**src/rtl/stk_pkg.sv**
```systemverilog
// Shared stack-engine definitions: pointer geometry and allocator state encoding.
package stk_pkg;

    localparam int unsigned PTRS_N = 256;
    localparam int unsigned PTR_W  = $clog2(PTRS_N);

    typedef logic [PTR_W-1:0] ptr_t;

    typedef enum logic {
        ALLOC_INIT = 1'b0,
        ALLOC_RUN  = 1'b1
    } alloc_state_t;

endpackage

```
**src/rtl/rf.sv**
```systemverilog
// Simple register file: one synchronous write port, one combinational read port.
module rf #(
    parameter int unsigned W  = 8,
    parameter int unsigned N  = 256,
    parameter int unsigned AW = $clog2(N)
) (
    input  logic          clk,
    input  logic          i_we,
    input  logic [AW-1:0] i_waddr,
    input  logic [W-1:0]  i_wdata,
    input  logic [AW-1:0] i_raddr,
    output logic [W-1:0]  o_rdata
);

    logic [W-1:0] mem_q [N];

    always_ff @(posedge clk) begin
        if (i_we) begin
            mem_q[i_waddr] <= i_wdata;
        end
    end

    assign o_rdata = mem_q[i_raddr];

endmodule

```
**src/rtl/stk_ptr_alloc.sv**
```systemverilog
// Free-list pointer allocator: init sweep fills a circular FIFO of line pointers,
// then serves one alloc (valid/ack) and one free per cycle.
module stk_ptr_alloc #(
    parameter int unsigned PTRS_N = stk_pkg::PTRS_N,
    parameter int unsigned PTR_W  = $clog2(PTRS_N)
) (
    input  logic             clk,
    input  logic             arst,
    output logic             o_busy,
    output logic             o_alloc_vld,
    output logic [PTR_W-1:0] o_alloc_ptr,
    input  logic             i_alloc_ack,
    input  logic             i_free_vld,
    input  logic [PTR_W-1:0] i_free_ptr,
    output logic [PTR_W:0]   o_cnt,
    output logic             o_empty,
    output logic             o_err
);

    import stk_pkg::alloc_state_t;
    import stk_pkg::ALLOC_INIT;
    import stk_pkg::ALLOC_RUN;

    localparam logic [PTR_W:0] CNT_FULL = (PTR_W+1)'(PTRS_N);

    alloc_state_t     state_q, state_d;
    logic [PTR_W-1:0] init_ctr_q, init_ctr_d;
    logic [PTR_W-1:0] rd_idx_q, rd_idx_d;
    logic [PTR_W-1:0] wr_idx_q, wr_idx_d;
    logic [PTR_W:0]   cnt_q, cnt_d;
    logic             err_q, err_d;

    logic             alloc_vld;
    logic             alloc_fire;
    logic             free_fire;
    logic             rf_we;
    logic [PTR_W-1:0] rf_waddr;
    logic [PTR_W-1:0] rf_wdata;
    logic [PTR_W-1:0] rf_rdata;

    assign alloc_vld = (state_q == ALLOC_RUN) && (cnt_q != '0);

    always_comb begin
        state_d    = state_q;
        init_ctr_d = init_ctr_q;
        rd_idx_d   = rd_idx_q;
        wr_idx_d   = wr_idx_q;
        cnt_d      = cnt_q;
        err_d      = err_q;
        alloc_fire = 1'b0;
        free_fire  = 1'b0;
        rf_we      = 1'b0;
        rf_waddr   = wr_idx_q;
        rf_wdata   = i_free_ptr;

        case (state_q)
            ALLOC_INIT: begin
                rf_we      = 1'b1;
                rf_waddr   = init_ctr_q;
                rf_wdata   = init_ctr_q;
                init_ctr_d = init_ctr_q + 1'b1;
                cnt_d      = cnt_q + 1'b1;
                if (i_free_vld || i_alloc_ack) begin
                    err_d = 1'b1;
                end
                // wr_idx wraps onto rd_idx here, so the list is exactly full
                if (init_ctr_q == '1) begin
                    state_d  = ALLOC_RUN;
                    wr_idx_d = '0;
                end
            end
            ALLOC_RUN: begin
                alloc_fire = i_alloc_ack && alloc_vld;
                free_fire  = i_free_vld && ((cnt_q != CNT_FULL) || alloc_fire);
                if (i_alloc_ack && !alloc_vld) begin
                    err_d = 1'b1;
                end
                if (i_free_vld && !free_fire) begin
                    err_d = 1'b1;
                end
                if (alloc_fire) begin
                    rd_idx_d = rd_idx_q + 1'b1;
                end
                if (free_fire) begin
                    rf_we    = 1'b1;
                    wr_idx_d = wr_idx_q + 1'b1;
                end
                case ({free_fire, alloc_fire})
                    2'b10:   cnt_d = cnt_q + 1'b1;
                    2'b01:   cnt_d = cnt_q - 1'b1;
                    default: cnt_d = cnt_q;
                endcase
            end
            default: begin
                state_d = ALLOC_INIT;
            end
        endcase
    end

    always_ff @(posedge clk or posedge arst) begin
        if (arst) begin
            state_q    <= ALLOC_INIT;
            init_ctr_q <= '0;
            rd_idx_q   <= '0;
            wr_idx_q   <= '0;
            cnt_q      <= '0;
            err_q      <= 1'b0;
        end else begin
            state_q    <= state_d;
            init_ctr_q <= init_ctr_d;
            rd_idx_q   <= rd_idx_d;
            wr_idx_q   <= wr_idx_d;
            cnt_q      <= cnt_d;
            err_q      <= err_d;
        end
    end

    rf #(
        .W (PTR_W),
        .N (PTRS_N)
    ) u_rf (
        .clk     (clk),
        .i_we    (rf_we),
        .i_waddr (rf_waddr),
        .i_wdata (rf_wdata),
        .i_raddr (rd_idx_q),
        .o_rdata (rf_rdata)
    );

    // Storage is not reset; mask the read so the pointer output is 0 when invalid.
    assign o_alloc_ptr = alloc_vld ? rf_rdata : '0;
    assign o_alloc_vld = alloc_vld;
    assign o_busy      = (state_q == ALLOC_INIT);
    assign o_cnt       = cnt_q;
    assign o_empty     = (cnt_q == '0);
    assign o_err       = err_q;

endmodule

```
**config.mk**
```make
export PLATFORM = sky130hd
export DESIGN_NAME = stk_ptr_alloc
export DESIGN_NICKNAME = d
export VERILOG_FILES = /design/src/rtl/stk_pkg.sv /design/src/rtl/rf.sv /design/src/rtl/stk_ptr_alloc.sv
export SDC_FILE = /design/constraint.sdc
export NUM_CORES = 2
export LEC_CHECK = 0
export BUFFER_PORTS_ARGS = -buffer_cell sky130_fd_sc_hd__buf_2
export CAP_MARGIN = 20
export CORE_ASPECT_RATIO = 1.1
export CORE_UTILIZATION = 45
export CTS_BUF_LIST = sky130_fd_sc_hd__clkbuf_16
export DETAILED_ROUTE_END_ITERATION = 16
export GPL_TIMING_DRIVEN = 1
export MAX_ROUTING_LAYER = met4
export PLACE_DENSITY_LB_ADDON = 0.1
export SKIP_CTS_REPAIR_TIMING = 1
export SLEW_MARGIN = 25
export SYNTH_ARGS = -nofsm -noshare
export SYNTH_HDL_FRONTEND = slang
export SYNTH_SLANG_ARGS = --single-unit
export TNS_END_PERCENT = 20
```
**constraint.sdc**
```tcl
create_clock -name clk -period 14.5 [get_ports clk]
set_input_delay 2.9 -clock clk [delete_from_list [all_inputs] [get_ports clk]]
set_output_delay 2.9 -clock clk [all_outputs]
set_load 0.01 [all_outputs]
```
==> summary.txt <==
Floorplan
  • Die height: around 450 µm
  • Core area: 179500 µm²
  • Starting Density: between 40% and 50%
  • # rows: around 160
  • Die X: 407.5 µm
  • Die footprint: between 150000 and 200000 µm²
  • Top Ports: 33

Cells and area
  • Post-layout util: around 50%
  • Final instance count without filler cells: between 6000 and 7000
  • Area Overhead vs Synth: 11.25%
  • Share of post-route cells with drive strength above 1: 22.96%
  • Design area: just over 90000 µm²
  • Fin nets: approximately 4000

Synthesis
  • Syn. warnings: 0
  • Sequential fraction of the synthesis area: 76.63%
  • Number of flops mapped to enable cells by yosys: approximately 2000
  • Library cells used by synthesis: 67
  • Synth Instances: just under 4000
  • Asr flop ratio synth: 1.680%
  • Top FF cell, synth: edfxtp_1
  • Mapped Area: around 81000 µm²
  • Synthesis-stage register bit count: ~2100
  • Syn avg cell area: around 21 µm²
  • Syn Nets: 3882

Timing
  • Final Critical Period: between 8 and 9 ns
  • Final TNS setup: 0 ns
  • Final count of negative-setup-slack endpoints: 0
  • Max Fclk: 111.6 MHz
  • Worst Tran Pin Value: roughly 1.2 ns
  • Rel. slew slack: between 20% and 30%
  • Count of final hold-check violations: 0
  • Fin Clk Skew: around 0.029 ns
  • Crit share post-route: 61.82%
  • Final-report max-slew violation count: 0
  • RSZ-0062 raised after global routing: false

Worst hold path
  • Hold crit path type: flip-flop to flip-flop
  • Hold Path Cell Cnt: 1

Global routing
  • First-pass GRT wire length: around 310000 µm
  • Global-route track usage on met1: 34.41%
  • Initial antenna violation count: 8
  • GRT met3 Usage: 3.406%
  • Grt total ovfl: 0
  • Grt met2 use: roughly two fifths
  • Gr usage total: between 20% and 30%
  • Vias in the first global route: about 40000
  • Largest net degree at the start of global routing: approximately 190
  • Busiest grt layer: met2

Clock network
  • CTS Sinks: approximately 2100
  • H-tree Lvls: 4
  • Clock transition at path regs: roughly 0.06 ns
  • CTS Buf Count: roughly 210
  • Clk_lat worst skew: slightly below 0.9 ns
  • CTS tree: done
  • Clk buf depth: 3
  • Clock Tree Root: clkbuf_16

Routing
  • Routed WL: between 200000 and 250000 µm
  • Antenna Nets Post-Route: 0
  • Vias per cell: 6.054
  • Drt first pass iters: 5
  • Via Count: a little under 40000
  • WL/cell: between 30 and 40 µm
  • DRC Markers: 0
  • DRT iter0 DRCs: ~4200

Pwr
  • Pwr Density: 128.3 nW/µm²
  • Worst VDD drop: around 0.12 mV
  • Leak: approximately 25 nW

Placement
  • Port Buffers: 32
  • Placed inst area: ~84000 µm²
  • Post-DP HPWL: between 100000 and 150000 µm
  • Routability congestion estimate: 0.8220
  • DP Cell Count: slightly above 6000

Run
  • Total of max-cap violations: 0

Critical path
  • Crit-path max cell delay: roughly 0.7 ns
  • Critical path cell sequence: buf_4 > buf_4 > nand3b_1 > buf_4 > o221a_2 > a31o_2 > a21oi_1 > o31ai_1 > o32ai_1 > buf_4 > buf_2
  • Worst Reg2Reg Path Length in Cells: 6
  • CP required: around 12 ns
  • Worst-path fanout max: 33
  • Critical Path Most Common Cell: buf_4
  • CP Launch Type: flip-flop
  • Crit end category: output pin
  • WP data arrival: 6.06 ns
  • Setup Crit Path Kind: flip-flop to output pin
  • Slowest CP cell: dfrtp_4

Run status
  • Status: complete, no violations
synthesized netlist by cell type (11+ instances only):
cell type	n	area (µm²)
buf_6	21	236.5
edfxtp_1	2048	61500
o221ai_1	20	175.2
mux4_2	498	11220
a21oi_1	51	255.2
o32ai_1	11	96.34
xnor2_1	16	140.1
nor3_1	12	60.06
mux2i_1	163	1632
nand2_1	125	469.2
dfrtp_1	35	875.8
o21ai_0	33	165.2
o22ai_1	43	269.0
buf_4	24	180.2
inv_1	14	52.55
nor2_1	300	1126
nand3_1	25	125.1
a221oi_1	21	183.9
buf_1	19	71.32
a22oi_1	49	367.9
buf_2	63	315.3
clkbuf_1	87	326.6
a211oi_1	14	105.1
cell type report:
type / instances / area (µm²)
clock inverter: 173 / 988.4
fill: 14510 / 88920
sequential: 2083 / 62390
timing repair buffer: 122 / 955.9
antenna: 2 / 5.005
clock buffer: 211 / 5280
multi-input combinational: 1540 / 17870
inverter: 17 / 68.82
tap: 2392 / 2993
placed cells by master, fill, tap and decap left out, types with 7 or more instances in the layout:
cell and instances:
a21oi_1 51, mux4_2 498, mux2i_1 163, xor2_1 10, a22o_1 9, clkinv_2 31, buf_2 32, clkbuf_16 211
o21ai_0 32, clkinv_1 74, nor4_1 10, nand4_1 7, edfxtp_1 2048, o31ai_1 7, nor2_1 296, nand3_1 24
buf_4 80, xnor2_1 16, a31oi_1 9, o221ai_1 20, or3_1 7, a211oi_1 11, o22ai_1 43, nor3_1 10
a22oi_1 49, buf_12 8, a221oi_1 21, nand2_2 16, nand2_1 103, o32ai_1 9, inv_1 62, dfrtp_1 29
sequential cells by signal (all words and copies together), names as in the netlist:
name and flops:
init_ctr_q 8, o_cnt 9, o_err 1, rd_idx_q 8, state_q 1, u_rf.mem_q 2048
wr_idx_q 8
final timing paths:
kind                             start                 end  slack [ns]
setup / recovery           rd_idx_q[3]      o_alloc_ptr[4]        5.54
hold / removal                   o_err               o_err        0.48
setup reg to reg               state_q  u_rf.mem_q[101][7]       10.07
hold reg to reg                  o_err               o_err        0.48
max in group asynchronous         arst         rd_idx_q[3]       11.92
min in group asynchronous         arst            o_cnt[2]        2.16
report_power, final:
group | switching (mW) | total (mW) | leakage [nW] | internal, mW
Sequential | 0.00348 | 6.51 | 16.6 | 6.51
Clock | 2.28 | 5.01 | 3.26 | 2.73
Combinational | 0.0495 | 0.0936 | 5.36 | 0.0442
Total | 2.34 | 11.6 | 25.2 | 9.28
per-layer routing:
layer	part of all wire [%]	routed length, µm
met4	2.7	5992
met1	42	93650
met5	0	0
met2	49	108900
met3	5.8	12940
cells by family (layout without fill, tap and decap cells):
logic type | after synthesis | after routing | synth area share [%]
other cells | 0 | 2 | 0
buf+inv | 242 | 523 | 1.688
compound gates | 311 | 311 | 2.681
fa+ha+maj | 5 | 5 | 0.07686
mux | 669 | 669 | 15.89
simple gates | 529 | 529 | 2.750
flops | 2083 | 2083 | 76.63
xor+xnor | 26 | 26 | 0.2798
through the flow:
| step | hold slack [ns] | total power, mW | worst slack, ns |
|---|---|---|---|
| finish | 0.4811 | 11.62 | 5.536 |
| global route | 0.5000 | 11.93 | 5.145 |
| CTS | 0.4780 | 11.70 | 5.413 |
| detailed placement | 0.4637 | 6.738 | 6.341 |
| global placement | 0.4516 | 6.738 | 5.982 |
| floorplan | 0.4634 | 6.728 | 7.736 |
worst max-delay path: cells and delay by family, from the launching register on:
family	cells	cell delay [ns]
simple gates	1	0.49
flops	1	0.71
compound gates	5	2.08
buf+inv	5	1.83
No activity file was read; power rests on OpenSTA's default activity.
